### src/rtl/funcg_sweeper.sv
// Exhaustive sweeper around the combinational funcG block: drives every {A,B,C,D}
// vector, samples g after a settle delay, and grades the captured truth table.
module funcg_sweeper #(
    parameter int unsigned SETTLE_CYCLES = 2,
    parameter logic [15:0] EXPECTED      = 16'hFF7C
) (
    input  logic        clk,
    input  logic        rst_n,
    input  logic        start,
    input  logic        abort,
    input  logic        g_in,
    output logic [3:0]  abcd,
    output logic        busy,
    output logic        done,
    output logic [15:0] table_out,
    output logic [4:0]  mismatch_cnt,
    output logic        match
);

    typedef enum logic [1:0] {IDLE, DRIVE, SAMPLE, DONE} state_t;

    localparam logic [3:0] SETTLE_LAST = 4'(SETTLE_CYCLES - 1);

    state_t     state;
    logic [3:0] idx;
    logic [3:0] settle_cnt;

    always_ff @(posedge clk or negedge rst_n) begin
        if (!rst_n) begin
            state        <= IDLE;
            abcd         <= '0;
            busy         <= 1'b0;
            done         <= 1'b0;
            table_out    <= '0;
            mismatch_cnt <= '0;
            match        <= 1'b0;
            idx          <= '0;
            settle_cnt   <= '0;
        end else begin
            done <= 1'b0;
            case (state)
                IDLE: begin
                    if (start && !abort) begin
                        table_out    <= '0;
                        mismatch_cnt <= '0;
                        match        <= 1'b0;
                        idx          <= '0;
                        settle_cnt   <= '0;
                        abcd         <= '0;
                        busy         <= 1'b1;
                        state        <= DRIVE;
                    end
                end
                DRIVE: begin
                    if (abort) begin
                        abcd  <= '0;
                        busy  <= 1'b0;
                        state <= IDLE;
                    end else if (settle_cnt == SETTLE_LAST) begin
                        state <= SAMPLE;
                    end else begin
                        settle_cnt <= settle_cnt + 4'd1;
                    end
                end
                SAMPLE: begin
                    if (abort) begin
                        abcd  <= '0;
                        busy  <= 1'b0;
                        state <= IDLE;
                    end else begin
                        table_out[idx] <= g_in;
                        if (g_in != EXPECTED[idx])
                            mismatch_cnt <= mismatch_cnt + 5'd1;
                        // abcd parks at 0 once the last vector has been sampled
                        if (idx == 4'd15) begin
                            abcd  <= '0;
                            done  <= 1'b1;
                            state <= DONE;
                        end else begin
                            idx        <= idx + 4'd1;
                            abcd       <= idx + 4'd1;
                            settle_cnt <= '0;
                            state      <= DRIVE;
                        end
                    end
                end
                DONE: begin
                    match <= (mismatch_cnt == 5'd0);
                    busy  <= 1'b0;
                    state <= IDLE;
                end
                default: state <= IDLE;
            endcase
        end
    end

endmodule

### config.mk
export PLATFORM = sky130hd
export DESIGN_NAME = funcg_sweeper
export DESIGN_NICKNAME = d
export VERILOG_FILES = /design/src/rtl/funcg_sweeper.sv
export SDC_FILE = /design/constraint.sdc
export NUM_CORES = 1
export LEC_CHECK = 0
export CAP_MARGIN = 20
export CORE_MARGIN = 1.5
export CORE_UTILIZATION = 26
export CTS_CLUSTER_SIZE = 24
export DETAILED_ROUTE_END_ITERATION = 10
export SKIP_CTS_REPAIR_TIMING = 1
export SLEW_MARGIN = 0
export SYNTH_ARGS = -nofsm -noshare
export SYNTH_HDL_FRONTEND = slang
export SYNTH_SLANG_ARGS = --single-unit
### constraint.sdc
create_clock -name clk -period 5.2 [get_ports clk]
set_input_delay 0.78 -clock clk [delete_from_list [all_inputs] [get_ports clk]]
set_output_delay 0.78 -clock clk [all_outputs]
set_load 0.02 [all_outputs]
[Yosys cells after proc, flatten, opt, wreduce, memory -nomap -nowiden]
Memory sizes are Yosys's and may differ from the RTL's.
Cells that the tools add are included.
Cells by class
  bitwise logic cells: 0
  order comparisons: 2
  div/mod/pow operators: 0
  shifts and indexed selects: 0
  reductions and logical operators: 17
  add/sub/neg operators: 3
  multipliers: 0
  equal/unequal tests: 15
  mux-type cells: 38
Operator list (count)
  2-to-1 mux 4 bit: 10
  2-to-1 mux 16 bit: 2
  one-hot mux 16 bit (2 select lines): 1
  one-hot mux 4 bit (3 select lines): 2
  bitwise mux 16 bit: 1
  2-to-1 mux 5 bit: 3
  != test 2 bit, second input constant: 7
  2-to-1 mux 2 bit: 5
  one-hot mux 5 bit (2 select lines): 1
  adder 4 x 1 -> 4 bit, second input constant: 2
  2-to-1 mux 1 bit: 8
  one-hot mux 2 bit (4 select lines): 1
  one-hot mux 4 bit (2 select lines): 1
  AND reduction 4 bit: 2
  AND reduction 2 bit: 3
  AND reduction 3 bit: 2
  AND reduction 6 bit: 1
  adder 5 x 1 -> 5 bit, second input constant: 1
  logical NOT 5 bit: 1
  < comparator 4 x 5 -> 1 bit, second input constant: 1
  demux 1 bit (select 4 bit): 1
  == test 2 bit, second input constant: 2
  == test 4 x 1 -> 1 bit, second input constant: 1
  == test 4 bit, second input constant: 1
  other kinds (13): 15
Storage, ports and cells
  input bits: 5
  latch bits: 0
  bits in writable memories: 0
  memory bits (read-only): 16
  logic and storage cells: 85
  register bits after elaboration: 38
  memories: 1
  output and inout bits: 28
Memory list
  (no name shown): words 16, bits a word 1, rd ports 1, clocked after Yosys merged registers in 0, wr ports 0, RTL line 72  | if (g_in != EXPECTED[idx])

[Longest topological paths before layout]
Gate-level depths: netlist of run 1.
  word-level depth: 7
  gate-level depth with buffers: 8

[Worst setup path before layout of run 1]
No wires, ideal clock.
  kind: input to register
  from: input abort
  to: register mismatch_cnt[4]
  data required time: 5101 ps
  library setup time: 99 ps
  data arrival time: 1955 ps
  setup slack: 3146 ps
  cell stages on the path: 5
  cells stage by stage: clkbuf_1 -> a311o_1 -> or3_1 -> buf_6 -> o311ai_4
Between the ends
  cells in the longest elaborated chain, start to end: 4
  elaborated cells between the ends (all ways): 5
  classes of those cells: 2 x eq/ne; 3 x reduce/logical
Ends and longest elaborated chain
  start, declared: RTL line 10  | input logic abort,
  logical NOT 1 bit: RTL line 43  | if (start && !abort) begin
  logical AND 1 bit: RTL line 43
  != test 2 bit (no source line)
  AND reduction 4 bit (no source line) *
  end signal, assigned: RTL line 73  | mismatch_cnt <= mismatch_cnt + 5'd1;
  end, declared: RTL line 16  | output logic [4:0] mismatch_cnt,
Every way passes the cells marked *; elsewhere a longest branch is shown, timed or not.
A chain may end at the register's enable or synchronous reset.

[Final worst setup path of run 1]
  from: register state[1]
  to: register mismatch_cnt[4]
Between the ends
  cells in the longest elaborated chain, start to end: 3
  elaborated cells between the ends (all ways): 8
  classes of those cells: 4 x eq/ne; 1 x mux; 3 x reduce/logical
Ends and longest elaborated chain
  start, declared: RTL line 24  | state_t state;
  start signal, assigned: RTL line 30  | state <= IDLE;
  start signal, assigned: RTL line 51  | state <= DRIVE;
  start signal, assigned: RTL line 58  | state <= IDLE;
  == test 2 bit or logical NOT 2 bit (tied branches): RTL line 41  | case (state)
  != test 2 bit (no source line) or nonzero test 2 bit (tied branches)
  AND reduction 4 bit (no source line)
Parallel ways exist; a longest one is shown, timed or not.

==> results of run 1 <==
## state kept, by name, indices dropped and copies added, names as in the netlist
register,flops
table_out,16
mismatch_cnt,5
abcd,4
idx,4
settle_cnt,4
state,2
busy,1
done,1
match,1
## final timing paths
path	from	to	cells past startpoint
min in group asynchronous	rst_n	table_out[9]	1
worst max-delay path	state[1]	mismatch_cnt[4]	6
worst min-delay path	table_out[6]	table_out[6]	2
max in group asynchronous	rst_n	abcd[2]	1
worst min register to register	table_out[6]	table_out[6]	2
worst max register to register	state[1]	mismatch_cnt[4]	6
## cell families (layout without fill, tap and decap cells)
logic type,Yosys count,after routing,synth area share (%)
fa+ha+maj,15,15,8.47
flops,38,38,42.9
mux,9,9,4.23
simple gates,69,69,17.2
buf+inv,25,53,4.63
compound gates,77,77,22.2
xor+xnor,1,1,0.395
## worst max-delay path: stages (launching register included)
cell	delay [ps]
dfrtp_1	420
inv_1	150
ha_1	440
mux2i_1	190
a311o_1	400
or3_1	460
o311ai_4	310
## cells in the mapped netlist, types with 2 or more instances
cell	n
o211ai_1	2
mux2i_1	6
a311o_1	2
nor3b_1	3
o21ai_0	34
o22ai_1	2
dfrtp_1	38
nand3b_1	2
clkbuf_1	9
or2_2	3
nor2_1	4
nor2b_1	5
nand2_1	17
and2_1	2
o31ai_1	3
mux2_2	3
nand3_1	13
a21oi_1	21
nand2b_1	12
ha_1	15
inv_1	14
## metrics by stage
stage	instances	worst slack, ps
2_1_floorplan	234	3150
3_3_place_gp	360	2550
3_5_place_dp	360	2510
4_1_cts	367	2800
5_1_grt	367	2520
6_report	367	2750
## metal layers
metal | vias to the layer above | GRT usage (%)
met5 | - | 0
met4 | 0 | 3.86
met2 | 47 | 18.1
met1 | 858 | 17.0
li1 | 886 | -
met3 | 8 | 2.71
## layout make-up
cell class | instances | area [µm²]
timing repair buffer | 32 | 315
multi-input combinational | 171 | 1160
inverter | 14 | 52.6
tap | 105 | 131
sequential | 38 | 951
clock inverter | 1 | 30.0
fill | 874 | 5530
clock buffer | 6 | 82.6
## power by group through the flow
stage	Sequential, µW	Clock [µW]	Combinational (µW)
floorplan	386	0	263
global placement	373	0	373
detailed placement	373	0	380
CTS	368	266	380
global route	375	278	430
finish	369	256	381
==> impl_metrics.json, run 1 <==
{
  "io_buffers": 32,
  "tns_ps": 0,
  "irDropWorstVdd_uv": 239,
  "yosys_register_bits": 38,
  "io_pins": 33,
  "final_util_pct": 33.0,
  "cts_made_buffers": 5,
  "synth-seq-area-share_pct": 42.9,
  "setup_viol": 0,
  "rows": 33,
  "power_uw": 1010,
  "die_w_um": 95.3,
  "synth-edff-count": 0,
  "synth_area_leaders": "dfrtp_1 43%, ha_1 8.5%, o21ai_0 7.7%",
  "drt-met1-wl_mm": 2.57,
  "skew_ps": 9.51,
  "yosysTopAreaCell": "dfrtp_1",
  "synth.net_count": 254,
  "cp.required_ps": 5400,
  "dr_wl_met3_um": 228,
  "p_sw_uw": 371,
  "p_clk_share_pct": 25.5,
  "most-common-layout-cells": "38 x dfrtp_1, 34 x o21ai_0, 31 x clkdlybuf4s50_1",
  "hold_ws_ps": 507,
  "drtIter0Drc": 117,
  "fin_crit_ps": 2450,
  "status": "finished, final reports clean",
  "maxCapViolations": 0,
  "start_kind": "flop",
  "arrival_ps": 2650,
  "clock-sinks": 38,
  "clock_latency_ps": 290,
  "finalWeightedCongestion": 0.824,
  "worstSetupPathType": "flop to flop",
  "yosys.cell_types.count": 45,
  "design.core.area_um2": 8260,
  "synthArstFlopShare_pct": 100,
  "p_sw_share_pct": 36.9,
  "layout_commonest_cell": "dfrtp_1",
  "hp-class": "flop to flop",
  "fp.dieH_um": 95.3,
  "grt_pass1_vias": 1719,
  "diodes": 0,
  "hold_viol_final": 0,
  "power_leakage_uw": 0.00115,
  "top_layer": "met4",
  "yosysTopAreaCellShare_pct": 42.9,
  "combPwrFrac_pct": 37.9,
  "intPower_uw": 635,
  "cts_buffer_depth": 2,
  "dr.pass1.iters": 4,
  "area_growth_pct": 23.0,
  "place_area_um2": 2610,
  "power_frac_seq_pct": 36.7,
  "dp_hpwl_mm": 3.67,
  "drive_gt1_share_pct": 7.63,
  "power.density_nw_per_um2": 369,
  "clkTransAtPathRegs_ps": 70,
  "syn_area_um2": 2220,
  "drtAntennaViolNets": 0,
  "slew_headroom_pct": 41.4,
  "viasPerCell": 4.90,
  "cts_tree": "yes",
  "wl_met2_mm": 2.14,
  "syn-instance-count": 234,
  "vias": 1799,
  "grt_start_max_net_pins": 39,
  "worstPathMaxFanout": 12,
  "max_freq_mhz": 408,
  "worstSetupEndpointType": "flop",
  "dieArea_um2": 9090,
  "worst_pin_slew_ps": 879,
  "finalNetCount": 282,
  "fin_area_um2": 2730,
  "drc": 0,
  "drv_slew": 0,
  "period_share_pct": 47.1,
  "initial_core_util_pct": 26.8,
  "rsz0062_at_grt": "no",
  "drt-total-wl_mm": 5.00,
  "grt_pass1_wl_mm": 8.40,
  "htree_levels": 2,
  "cts_root_buffer": "clkbuf_8",
  "drt-wirelength-per-cell_um": 13.6,
  "synth_top_flop_cell": "dfrtp_1",
  "grt_overflow": 0,
  "ys_warn_count": 0,
  "reg2reg_slack_ps": 2750,
  "grt_usage_pct": 12.0,
  "avgSynthCellArea_um2": 9.47,
  "antenna_found_initial": 0
}
Power figures use the tool's default switching activity.
==> run 2: changes to the inputs <==
Clock period 5.2 ns to 2.2 ns, I/O delays scaled along.
==> impl_metrics.json, run 2 (synthesis gave the netlist of run 1 again) <==
{
  "hold_viol_final": 0,
  "cts_buffer_depth": 2,
  "slew_headroom_pct": 43.2,
  "area_growth_pct": 27.5,
  "drtIter0Drc": 72,
  "worst_pin_slew_ps": 851,
  "worstSetupPathType": "flop to flop",
  "antenna_found_initial": 0,
  "io_pins": 33,
  "clkTransAtPathRegs_ps": 80,
  "status": "finished, final reports clean",
  "skew_ps": 11.1,
  "clock_latency_ps": 300,
  "design.core.area_um2": 8260,
  "cts_root_buffer": "clkbuf_8",
  "finalNetCount": 294,
  "period_share_pct": 92.1,
  "largest_reg_flops": 16,
  "clock-sinks": 38,
  "io_buffers": 32,
  "fill_cells": 873,
  "top_register": "table_out",
  "dp_slack_ps": 66.2,
  "hp-class": "input pin to asynchronous set/reset pin",
  "htree_levels": 2,
  "layout_commonest_cell": "dfrtp_1",
  "drv_slew": 0,
  "power.density_nw_per_um2": 877,
  "dp_hpwl_mm": 3.89,
  "grt_usage_pct": 12.9,
  "finalWeightedCongestion": 0.826,
  "maxCapViolations": 0,
  "fin_crit_ps": 2030,
  "reg_top3": "table_out (16), mismatch_cnt (5)",
  "grt_pass1_wl_mm": 9.02,
  "grt_overflow": 0,
  "irDropWorstVdd_uv": 406,
  "vias": 1847,
  "most-common-layout-cells": "38 x dfrtp_1, 34 x o21ai_0, 31 x clkdlybuf4s50_1",
  "diodes": 0,
  "cp.required_ps": 2410,
  "dieArea_um2": 9090,
  "drive_gt1_share_pct": 12.4,
  "cts_tree": "yes",
  "fin_ws_ps": 174,
  "drc": 0,
  "drt-total-wl_mm": 5.27,
  "drtAntennaViolNets": 0,
  "die_w_um": 95.3,
  "initial_core_util_pct": 26.8,
  "power_leakage_uw": 0.00121,
  "viasPerCell": 4.87,
  "worstSetupEndpointType": "flop",
  "cts_made_buffers": 5,
  "arrival_ps": 2240,
  "rsz0062_at_grt": "no",
  "setup_viol": 0,
  "tns_ps": 0,
  "grt_pass1_vias": 1882,
  "max_freq_mhz": 494,
  "worstPathMaxFanout": 5,
  "drt-wirelength-per-cell_um": 13.9,
  "dr.pass1.iters": 4,
  "start_kind": "flop",
  "fp.dieH_um": 95.3,
  "grt_start_max_net_pins": 39,
  "rows": 33
}
[run 2: area by class of cell]
cell class	instances	area (µm²)	area share, %
Clock buffer	6	82.6	2.92
Clock inverter	1	30.0	1.06
Inverter	14	52.6	1.86
Multi-Input combinational cell	171	1170	41.5
Sequential cell	38	951	33.6
Tap cell	105	131	4.65
Timing Repair Buffer	44	405	14.3
[run 2: worst max-delay path, cell delays in order (launching register included)]
cell and delay [ps]:
dfrtp_1 430, inv_1 130, ha_1 240, mux2i_1 130, a311o_1 350, or3_4 390
o311ai_4 280
[run 2: final timing paths]
kind	endpoint	cells past startpoint	from	slack (ps)
setup / recovery	mismatch_cnt[4]	6	state[0]	170
hold / removal	table_out[0]	1	rst_n	140
setup reg to reg	mismatch_cnt[4]	6	state[0]	170
hold reg to reg	table_out[6]	2	table_out[6]	500
max in group asynchronous	match	1	rst_n	1530
min in group clk	table_out[6]	2	table_out[6]	500
[run 2: routing by layer]
metal	track usage (%)	up-vias	part of all wire (%)
met1	17.6	885	49
met2	20.0	42	45
met3	2.71	4	4.6
met5	0	-	0
li1	-	916	-
met4	4.48	0	0.95
[run 2: stage by stage]
stage	util, %	cells	cell area (µm²)	hold slack, ps	power, µW
5_1_grt	34.2	379	2830	226	2660
6_report	34.2	379	2830	138	2480
4_1_cts	34.1	379	2820	178	2490
2_1_floorplan	-	234	2220	34.4	1530
3_3_place_gp	32.7	372	2700	490	1840
3_5_place_dp	32.7	372	2700	501	1860
[run 2: where the power goes]
group          total (µW)  internal (µW)  switching (µW)  leakage (µW)
clock network         615            363             252     0.0000573
logic                 995            426             569      0.000631
registers             868            782            86.2      0.000525
